File: src/rtl/seg7_pkg.sv
// Shared constants and types for the multiplexed 7-segment scan driver.
// Segment patterns are active-low, ordered {g,f,e,d,c,b,a}.
package seg7_pkg;

    localparam logic [6:0] SEG_OFF = 7'h7F;
    localparam logic [3:0] AN_OFF  = 4'hF;

    localparam logic [6:0] HEX_0 = 7'b1000000;
    localparam logic [6:0] HEX_1 = 7'b1111001;
    localparam logic [6:0] HEX_2 = 7'b0100100;
    localparam logic [6:0] HEX_3 = 7'b0110000;
    localparam logic [6:0] HEX_4 = 7'b0011001;
    localparam logic [6:0] HEX_5 = 7'b0010010;
    localparam logic [6:0] HEX_6 = 7'b0000010;
    localparam logic [6:0] HEX_7 = 7'b1111000;
    localparam logic [6:0] HEX_8 = 7'b0000000;
    localparam logic [6:0] HEX_9 = 7'b0010000;
    localparam logic [6:0] HEX_A = 7'b0001000;
    localparam logic [6:0] HEX_B = 7'b0000011;
    localparam logic [6:0] HEX_C = 7'b1000110;
    localparam logic [6:0] HEX_D = 7'b0100001;
    localparam logic [6:0] HEX_E = 7'b0000110;
    localparam logic [6:0] HEX_F = 7'b0001110;

    typedef struct packed {
        logic [15:0] digits;
        logic [3:0]  blank;
        logic [3:0]  dp_mask;
    } display_buf;

    // Power-up content: every digit dark, so nothing flashes before the first load.
    localparam display_buf BUF_RESET = '{digits: 16'h0000, blank: 4'hF, dp_mask: 4'h0};

    function automatic logic [3:0] an_select(input logic [1:0] idx);
        logic [3:0] one_hot;
        one_hot = 4'b0001 << idx;
        return ~one_hot;
    endfunction

endpackage

File: src/rtl/seg7_scan_driver_hex7_decode.sv
// Combinational hex-nibble to active-low 7-segment pattern decoder.
module hex7_decode
    import seg7_pkg::*;
(
    input  logic [3:0] nibble,
    output logic [6:0] seg
);

    always_comb begin
        // NOTE: default first so every path assigns seg and no latch is inferred.
        seg = SEG_OFF;
        case (nibble)
            4'h0: seg = HEX_0;
            4'h1: seg = HEX_1;
            4'h2: seg = HEX_2;
            4'h3: seg = HEX_3;
            4'h4: seg = HEX_4;
            4'h5: seg = HEX_5;
            4'h6: seg = HEX_6;
            4'h7: seg = HEX_7;
            4'h8: seg = HEX_8;
            4'h9: seg = HEX_9;
            4'hA: seg = HEX_A;
            4'hB: seg = HEX_B;
            4'hC: seg = HEX_C;
            4'hD: seg = HEX_D;
            4'hE: seg = HEX_E;
            4'hF: seg = HEX_F;
            default: seg = SEG_OFF;
        endcase
    end

endmodule

File: src/rtl/seg7_scan_driver.sv
// Four-digit multiplexed 7-segment driver: shadow-buffered load handshake,
// frame-synchronous commit, and an anode-off blanking gap at each slot start.
module seg7_scan_driver
    import seg7_pkg::*;
#(
    parameter int REFRESH_DIV  = 100000,
    parameter int BLANK_CYCLES = 16
) (
    input  logic        clk,
    input  logic        reset,
    input  logic        load,
    input  logic [15:0] digits,
    input  logic [3:0]  blank,
    input  logic [3:0]  dp_mask,
    output logic        ready,
    output logic [6:0]  seg,
    output logic [3:0]  an,
    output logic        dp
);

    localparam int              CW        = $clog2(REFRESH_DIV);
    localparam logic [CW-1:0]   CNT_LAST  = CW'(REFRESH_DIV - 1);
    localparam logic [CW-1:0]   BLANK_LIM = CW'(BLANK_CYCLES);

    logic [CW-1:0] cnt;
    logic [1:0]    idx;
    logic          pending;
    display_buf    active_buf;
    display_buf    shadow_buf;

    logic          slot_end;
    logic          frame_end;
    logic          dark;
    logic [3:0]    nibble;
    logic [6:0]    seg_pat;

    assign slot_end  = (cnt == CNT_LAST);
    assign frame_end = slot_end && (idx == 2'd3);
    assign ready     = ~pending;

    always_ff @(posedge clk or posedge reset) begin
        // NOTE: non-blocking assignments so every register samples pre-edge values.
        if (reset) begin
            cnt <= '0;
            idx <= 2'd0;
        end else if (slot_end) begin
            cnt <= '0;
            idx <= idx + 2'd1;
        end else begin
            cnt <= cnt + CW'(1);
        end
    end

    // Commit has priority; a load can only be accepted while nothing is pending,
    // so a load on the frame-end cycle lands in shadow and waits a full frame.
    always_ff @(posedge clk or posedge reset) begin
        // NOTE: both buffers are reset; they are a few flops, not a memory array.
        if (reset) begin
            active_buf <= BUF_RESET;
            shadow_buf <= BUF_RESET;
            pending    <= 1'b0;
        end else if (frame_end && pending) begin
            active_buf <= shadow_buf;
            pending    <= 1'b0;
        end else if (load && !pending) begin
            shadow_buf <= '{digits: digits, blank: blank, dp_mask: dp_mask};
            pending    <= 1'b1;
        end
    end

    assign nibble = active_buf.digits[{idx, 2'b00} +: 4];
    assign dark   = (cnt < BLANK_LIM) || active_buf.blank[idx];

    hex7_decode u_hex7_decode (
        .nibble (nibble),
        .seg    (seg_pat)
    );

    always_ff @(posedge clk or posedge reset) begin
        if (reset) begin
            an  <= AN_OFF;
            seg <= SEG_OFF;
            dp  <= 1'b1;
        end else if (dark) begin
            an  <= AN_OFF;
            seg <= SEG_OFF;
            dp  <= 1'b1;
        end else begin
            an  <= an_select(idx);
            seg <= seg_pat;
            dp  <= ~active_buf.dp_mask[idx];
        end
    end

endmodule
File: config.mk
export PLATFORM = sky130hd
export DESIGN_NAME = seg7_scan_driver
export DESIGN_NICKNAME = d
export VERILOG_FILES = /design/src/rtl/seg7_pkg.sv /design/src/rtl/seg7_scan_driver_hex7_decode.sv /design/src/rtl/seg7_scan_driver.sv
export SDC_FILE = /design/constraint.sdc
export NUM_CORES = 1
export LEC_CHECK = 0
export ABC_AREA = 1
export CAP_MARGIN = 30
export CORE_ASPECT_RATIO = 0.5
export CORE_MARGIN = 2
export CORE_UTILIZATION = 53
export CTS_BUF_LIST = sky130_fd_sc_hd__clkbuf_4 sky130_fd_sc_hd__clkbuf_8
export DETAILED_ROUTE_END_ITERATION = 6
export PLACE_DENSITY = 0.78
export SLEW_MARGIN = 40
export SYNTH_ARGS = -nofsm -noshare
export SYNTH_HDL_FRONTEND = slang
export SYNTH_SLANG_ARGS = --single-unit
File: constraint.sdc
create_clock -name clk -period 2.68 [get_ports clk]
set_input_delay 0.536 -clock clk [delete_from_list [all_inputs] [get_ports clk]]
set_output_delay 0.536 -clock clk [all_outputs]
set_load 0.01 [all_outputs]
==> impl_metrics.py, run 1 <==
metrics = {
    "run_status": {
        "status": "finished clean",
    },
    "timing": {
        "worst_pin_slew_ns": 0.447,
        "finalMaxSlewViolations": 0,
        "slew_headroom_pct": 70.2,
        "skew_ns": 0.00850,
        "layout_worst_path_cycle_share_pct": 78.6,
        "fin_tns_setup_ns": 0,
        "max_freq_mhz": 475,
        "setup_viol": 0,
        "rsz0062_at_grt": "no",
        "hold_viol_final": 0,
        "period_minus_slack_ns": 2.11,
    },
    "logic_synthesis": {
        "yosys-top-cells-count": "nand2_1, dfrtp_1, inv_1",
        "ys.flop_type": "dfrtp_1",
        "synth.area.mux_share_pct": 6.91,
        "synth-edff-count": 0,
        "synth_seq_cells": 80,
        "avgSynthCellArea_um2": 9.16,
        "synthAdderAreaFrac_pct": 3.52,
        "synth_cells": 427,
        "synth_largest_area_cell": "dfrtp_1",
        "synth_cell_type_count": 31,
        "syn-cell-area_um2": 3910,
        "ys_seq_area_share_pct": 51.8,
        "synthSimpleGateAreaFrac_pct": 28.6,
        "synth_top_family_by_area": "simple AND/OR/NAND/NOR gates",
        "yosys-top-cells-area": "dfrtp_1, dfstp_2, nand2_1",
        "yosysMostFrequentCell": "nand2_1",
        "synth_top_area_share_pct": 38.4,
        "synth_compound_area_share_pct": 1.38,
        "async_flop_share_pct": 100,
        "syn_nets": 465,
        "synth-warning-count": 0,
        "synthXorXnorAreaFrac_pct": 1.57,
    },
    "placed_design": {
        "portBuffers": 39,
        "dpl.hpwl_mm": 5.23,
        "place.gp.congestion": 0.877,
    },
    "clocking": {
        "tritoncts.num_buffers": 9,
        "clk_path_buf_depth": 2,
        "cts_root_buffer": "clkbuf_8",
        "cts.sinks": 80,
        "post_cts_buffers": 0,
        "cts-resized-gates": 0,
        "path_clk_slew_ns": 0.08,
        "h-tree-depth": 3,
        "clk-insertion-delay-late_ns": 0.36,
        "cts_tree": "built",
        "hold_buffers": 0,
    },
    "detailed_routing": {
        "dr.pass1.iters": 4,
        "drt_iter0_drc": 277,
        "wirelength_mm": 7.47,
        "wl_per_cell_um": 13.1,
        "vias": 2949,
        "viasPerCell": 5.18,
        "drc": 0,
        "ant_nets": 0,
    },
    "final_layout": {
        "utilization_pct": 63.2,
        "nNetsFinal": 506,
        "synthToLayoutAreaGrowth_pct": 17.0,
        "drive_gt1_share_pct": 17.5,
        "diodes": 0,
        "fillers": 629,
    },
    "worst_setup_path": {
        "cp.required_ns": 2.96,
        "path_cells": "inv_1 > nand2_1 > nand3_1 > nand2_1 > inv_1 > ha_1 > inv_1 > nand2_1 > nand3_1 > nand3_1",
        "worstPathArrival_ns": 2.39,
        "cp_max_fo": 15,
        "cp-start-kind": "flip-flop",
        "worst_path_largest_cell_delay_ns": 0.62,
        "crit_path_end_kind": "flip-flop",
        "path_class": "flip-flop to flip-flop",
        "cp_slowest_cell": "dfrtp_1",
    },
    "die": {
        "die_y_um": 64.8,
        "core_region_area_um2": 7240,
        "num_rows": 22,
        "die-width_um": 126,
        "io_pins": 40,
        "die_area_um2": 8130,
        "start_util_pct": 54.0,
    },
    "grt": {
        "grt_pass1_vias": 2711,
        "antenna_found_initial": 0,
        "met2_usage_pct": 30.8,
        "met3_usage_pct": 6.69,
        "grt_use_total_pct": 20.5,
        "grt_first_pass_wirelength_mm": 13.0,
        "grt_overflow": 0,
        "grtUsageMet1_pct": 28.4,
        "top_usage_layer": "met2",
        "grt_max_degree": 81,
    },
    "power_and_ir_drop": {
        "p_comb_share_pct": 4.5,
        "power_frac_seq_pct": 56.1,
        "swShare_pct": 21.6,
        "vdd_ir_drop_max_mv": 0.315,
        "switchingPower_uw": 493,
        "power_density_nw_per_um2": 497,
        "p_leak_nw": 2.26,
        "internal_power_mw": 1.78,
        "pwr-share-clk_pct": 39.3,
    },
    "run": {
        "cap_viol_max_count": 0,
    },
    "hold_path": {
        "hold_path.class": "flip-flop to flip-flop",
    },
}
[registers in the layout, summed over array words and instances (netlist names)]
signal      cells
active_buf     24
shadow_buf     24
idx             2
cnt            17
pending         1
an              4
dp              1
seg             7
[path summary, 6_finish.rpt]
check	depth (start not counted)	startpoint	endpoint	slack (ns)
min in group asynchronous	3	reset	cnt[1]	0.58
setup reg to reg	10	idx[0]	seg[0]	0.57
max in group asynchronous	3	reset	shadow_buf[5]	1.73
hold / removal	1	cnt[0]	cnt[0]	0.46
setup / recovery	10	idx[0]	seg[0]	0.57
hold reg to reg	1	cnt[0]	cnt[0]	0.46
[through the flow]
| stage | cell area [µm²] | total power [mW] | hold WS (ns) | setup slack, ns | instances |
|---|---|---|---|---|---|
| final | 4580 | 2.28 | 0.463 | 0.574 | 569 |
| after global routing | 4580 | 2.38 | 0.488 | 0.361 | 569 |
| after CTS | 4580 | 2.31 | 0.468 | 0.621 | 569 |
| after detailed placement | 4380 | 1.41 | 0.456 | 0.641 | 553 |
| after global placement | 4380 | 1.40 | 0.448 | 0.772 | 553 |
| after floorplan | 3910 | 1.35 | 0.433 | 0.125 | 427 |
[cells in the final DEF, fill, tap and decap left out, types with 4 or more instances in the layout]
cell             instances
nand2_1                126
dfrtp_1                 60
clkdlybuf4s50_1         39
inv_1                   36
nor2_1                  36
nand3_1                 34
nand4_1                 26
mux2_2                  24
dfstp_2                 20
ha_1                    11
clkbuf_8                10
xor2_1                   6
nor2_2                   5
o21ai_0                  5
inv_2                    4
[logic make-up after synthesis]
group                    Yosys count
buffers and inverters             54
AO/OA/AOI/OAI                     10
multiplexers                      24
XOR/XNOR                           7
adder cells (fa/ha/maj)           11
flip-flops                        80
AND/OR/NAND/NOR                  241
[layer usage]
metal  share of wire, %  routed length [µm]  vias to the layer above
li1                   -                   -                     1460
met1                 49                3700                     1400
met2                 44                3280                       72
met3                4.7                 354                       17
met4                1.9                 140                        0
met5                  0                   0                        -
[worst max-delay path, delay by kind of cell, from the launching register on]
kind / cells / cell delay [ns]
adders and majority gates: 1 / 0.24
buffers and inverters: 3 / 0.54
DFF: 1 / 0.62
and+or+nand+nor: 6 / 0.63
[final cells by class]
class / count / area [µm²] / area share, %
Clock buffer: 11 / 145 / 3.17
Clock inverter: 5 / 56.3 / 1.23
Inverter: 41 / 154 / 3.36
Multi-Input combinational cell: 293 / 1640 / 35.9
Sequential cell: 80 / 2030 / 44.3
Tap cell: 96 / 120 / 2.62
Timing Repair Buffer: 43 / 433 / 9.46
[power groups by stage]
stage	Clock, mW	Combinational, mW	Sequential, mW
after floorplan	0	0.0539	1.29
after global placement	0	0.102	1.30
after detailed placement	0	0.106	1.30
after CTS	0.920	0.107	1.28
after global routing	0.976	0.116	1.28
final	0.896	0.103	1.28
Power figures use the tool's default switching activity.
==> inputs of run 2 (changes only) <==
Clock period 2.68 ns to 1.7 ns, I/O delays scaled along.
==> run 2 against run 1 <==
Net effect:
- critical endpoint unchanged
- clock skew grew 0.0050 ns
- total power grew 65%
- cell count grew 2.8%
- non-clock buffer count grew 15
- combinational power grew 58%
- largest cell class unchanged
==> impl_metrics.py, run 2 (synthesis gave the netlist of run 1 again) <==
metrics = {
    "detailed_routing": {
        "ant_nets": 0,
        "drt_iter0_drc": 283,
        "viasPerCell": 5.24,
        "dr.pass1.iters": 4,
        "vias": 3067,
        "wirelength_mm": 7.86,
        "wl_per_cell_um": 13.4,
        "drc": 0,
    },
    "clocking": {
        "tritoncts.num_buffers": 9,
        "cts_root_buffer": "clkbuf_8",
        "cts.sinks": 80,
        "path_clk_slew_ns": 0.08,
        "clk_path_buf_depth": 2,
        "cts_tree": "built",
        "h-tree-depth": 3,
        "clk-insertion-delay-late_ns": 0.37,
    },
    "worst_setup_path": {
        "cp_max_fo": 13,
        "r2r_cells": 10,
        "rrSetupSlack_ns": 0.06,
        "cp-start-kind": "flip-flop",
        "cp.required_ns": 1.98,
        "crit_path_end_kind": "flip-flop",
        "rr_endpoint": "seg[0]",
        "timing.rr.start": "idx[0]",
        "path_class": "flip-flop to flip-flop",
        "worstPathArrival_ns": 1.92,
    },
    "final_layout": {
        "fillers": 563,
        "seq_area_um2": 2030,
        "final_cell_mix": "nand2_1, dfrtp_1, nor2_1",
        "reg_top3": "active_buf: 24 flops, shadow_buf: 24 flops, cnt: 17 flops",
        "nNetsFinal": 522,
        "drive_gt1_share_pct": 22.1,
        "layout_commonest_cell": "nand2_1",
        "multiInputGateArea_um2": 1680,
        "diodes": 0,
        "synthToLayoutAreaGrowth_pct": 22.4,
    },
    "grt": {
        "antenna_found_initial": 0,
        "grt_max_degree": 81,
        "grt_first_pass_wirelength_mm": 13.2,
        "grt_overflow": 0,
        "grt_pass1_vias": 2849,
        "grt_use_total_pct": 20.8,
    },
    "die": {
        "die_area_um2": 8130,
        "die_y_um": 64.8,
        "start_util_pct": 54.0,
        "io_pins": 40,
        "die-width_um": 126,
        "core_region_area_um2": 7240,
        "num_rows": 22,
    },
    "timing": {
        "slew_headroom_pct": 71.5,
        "skew_ns": 0.0135,
        "period_minus_slack_ns": 1.64,
        "fin_tns_setup_ns": 0,
        "finalMaxSlewViolations": 0,
        "max_freq_mhz": 611,
        "worst_pin_slew_ns": 0.428,
        "hold_viol_final": 0,
        "layout_worst_path_cycle_share_pct": 96.3,
        "setup_viol": 0,
    },
    "power_and_ir_drop": {
        "p_leak_nw": 2.38,
        "p_total_mw": 3.76,
        "vdd_ir_drop_max_mv": 0.559,
        "power_density_nw_per_um2": 786,
    },
    "hold_path": {
        "hold_path.class": "primary input to asynchronous set/reset pin",
    },
    "run_status": {
        "status": "finished clean",
    },
    "placed_design": {
        "place.gp.congestion": 0.826,
        "portBuffers": 39,
        "dpl.hpwl_mm": 5.21,
    },
    "run": {
        "cap_viol_max_count": 0,
    },
}
## run 2: changes by cell type in the layout (fill, tap and decap cells not counted), sizes merged
cell,change
clkdlybuf4s50,-13
clkbuf,+2
buf,+15
inv,-1
nand3,+1
clkinv,-4
bufinv,+1
dlygate4sd2,+13
clkinvlp,+2
## run 2: per-stage QoR
| stage | area (µm²) | std cells | setup WS (ns) | utilization, % | hold WS (ns) |
|---|---|---|---|---|---|
| 3_3_place_gp | 4460 | 559 | 0.0872 | 61.6 | 0.455 |
| 4_1_cts | 4670 | 575 | 0.0331 | 64.6 | 0.452 |
| 2_1_floorplan | 3920 | 427 | 0.135 | - | 0.433 |
| 5_1_grt | 4790 | 585 | -0.0469 | 66.1 | 0.476 |
| 3_5_place_dp | 4460 | 559 | 0.0591 | 61.6 | 0.455 |
| 6_report | 4790 | 585 | 0.0635 | 66.1 | 0.431 |
## run 2: area by class of cell
type,instances,area share (%)
Inverter,41,3.37
Clock inverter,3,1.41
Tap cell,96,2.51
Multi-Input combinational cell,294,35.2
Clock buffer,13,3.35
Sequential cell,80,42.4
Timing Repair Buffer,58,11.8
## run 2: timing repair
action,in CTS,in global routing
hold buffers,0,0
gates resized for setup,13,10
cloned,0,1
buffers inserted,0,9
setup endpoints to repair,13,23
pin swaps,0,4
## run 2: worst max path at each step
stage                     startpoint      to  slack, ns  depth (start not counted)
after floorplan               idx[0]  seg[5]       0.13                         11
after CTS                     idx[0]  seg[5]       0.03                         10
after detailed placement      idx[0]  seg[5]       0.06                         10
after global routing          idx[0]  seg[0]      -0.05                         10
after global placement        idx[0]  seg[5]       0.09                         10
final                         idx[0]  seg[0]       0.06                         10
## run 2: power by group
part	switching [mW]	leakage (nW)	total [mW]	internal, mW
registers	0.0355	0.993	2.01	1.98
clock network	0.669	0.114	1.59	0.917
logic	0.0589	1.27	0.163	0.104
## run 2: critical path: stages (launching register included)
cell     delay, ns
dfrtp_1       0.43
buf_12        0.16
nand2_1       0.05
nand3_1       0.10
nand2_2       0.11
buf_4         0.15
ha_1          0.20
inv_1         0.08
nand3_1       0.09
nand3_1       0.10
nand3_1       0.08
## run 2: routing by layer
metal / vias to the layer above / routed length [µm] / track usage, %
met1: 1471 / 3820 / 28.5
li1: 1498 / - / -
met5: - / 0 / 0
met2: 86 / 3550 / 31.8
met3: 12 / 400 / 6.61
met4: 0 / 89 / 6.39
==> RTL change: new RTL, flow settings as in run 1 <==
`BLANK_CYCLES`: 16 -> 15.
--- a/src/rtl/seg7_scan_driver.sv
+++ b/src/rtl/seg7_scan_driver.sv
@@ -4,7 +4,7 @@
     import seg7_pkg::*;
 #(
     parameter int REFRESH_DIV  = 100000,
-    parameter int BLANK_CYCLES = 16
+    parameter int BLANK_CYCLES = 15
 ) (
     input  logic        clk,
     input  logic        reset,
Behaviour: no difference found for any inputs over 10 cycles, from zero or initial values and one cycle with reset high; that may be too few to reach the edited logic, so the function may still have changed.
==> RTL change against run 1 <==
Cell area is 1.6% lower; highest routed layer unchanged; synthesized area decreased by 2.2%; routed wire length shrank 1.5%; final cell count fell by 1.1%; fmax decreased by 0.59%; largest cell class unchanged; sequential cell count unchanged; power rose by 3.2%; setup slack got worse by 13 ps.
==> RTL change: results (changes against run 1) <==
* Drt total wl at 7.36 mm (was 7.47 mm)
* WL met2 at 3.29 mm (was 3.28 mm)
* Status: finished, final reports clean (unchanged)
* GR Util met2 at 0.316 (was 0.308)
* Place WS at 619 ps (was 641 ps)
* RD Place Congestion at 0.923 (was 0.877)
* Total GRT Usage at 0.217 (was 0.205)
* Nets at 504 (was 506)
* Met1 usage at 0.313 (was 0.284)
* Combinational power share at 0.043 (was 0.045)
* Final period util at 0.790 (was 0.786)
* Initial drt markers at 221 (was 277)
* Sequential-to-total area share from yosys stat at 0.530 (was 0.518)
* Avg Vias per Cell at 5.13 (was 5.18)
* Met3 Track Usage GR at 0.0652 (was 0.0669)
* Global-route wire length before repair at 13.3 mm (was 13.0 mm)
* Clk_skew at 7.06 ps (was 8.50 ps)
* DP HPWL at 5.13 mm (was 5.23 mm)
* Worst-Margin Slew at 687 ps (was 447 ps)
* Dominant cells by area after synthesis: dfrtp_1 39%, dfstp_2 14%, nand2_1 13%, nand3_1 8.2%, mux2_2 7.1% (was dfrtp_1 38%, dfstp_2 13%, nand2_1 12%, mux2_2 6.9%, nand3_1 4.3%)
* Mean Syn Cell Area at 9.00 sq um (was 9.16 sq um)
* Metal3 WL at 352 microns (was 354 microns)
* DRT met1 WL at 3.63 mm (was 3.70 mm)
* Ratio of cells with drive above 1 in the final layout at 0.163 (was 0.175)
* Worst r2r dst: seg[3]$_DFF_PP1_ (was seg[0]$_DFF_PP1_)
-- RTL change: changes by cell type in the layout (fill, tap and decap cells not counted), sizes merged, moves of 3 or more --
cell	before	now
nand3	37	63
nor2	43	35
inv	40	37
nand4	26	4
nand2	129	136
-- RTL change: final cells by class --
type	instances	area, sq um
multi-input cells	296	1580
repair buffers	42	425
clock inverters	5	78.8
clock buffers	11	139
flip-flops and latches	80	2030
fillers	582	2330
inverters	37	139
well taps	92	115
-- RTL change: power groups by stage --
stage / sequential, mW / clock (mW) / combinational (mW)
finish: 1.28 / 0.973 / 0.102
global route: 1.28 / 1.06 / 0.115
CTS: 1.28 / 0.990 / 0.105
detailed placement: 1.30 / 0 / 0.105
global placement: 1.30 / 0 / 0.102
floorplan: 1.29 / 0 / 0.0539
-- RTL change: cell families (layout without fill, tap and decap cells) --
group	Yosys count	count (layout)	synth area share
adders and majority gates	11	11	0.0360
xor gates and xnor gates	6	6	0.0137
buffers and inverters	49	95	0.0569
DFF	80	80	0.530
and+or+nand+nor	243	243	0.276
muxes	24	24	0.0706
AOI/OAI and AO/OA	12	12	0.0167
-- RTL change: through the flow --
| step | total power, mW | hold slack [ps] | area [sq um] |
|---|---|---|---|
| after CTS | 2.37 | 471 | 4510 |
| after global placement | 1.40 | 448 | 4290 |
| after global routing | 2.45 | 496 | 4510 |
| final | 2.35 | 471 | 4510 |
| after detailed placement | 1.40 | 459 | 4290 |
| after floorplan | 1.35 | 430 | 3830 |
-- RTL change: worst max-delay path: stages, from the launching register on --
cell and delay (ps):
dfrtp_1 640, inv_1 340, nand2_1 130, nand3_1 80
nand2_1 200, inv_1 120, ha_1 230, nand3_1 120
nand2_1 70, nand2_1 50, nand3_1 70
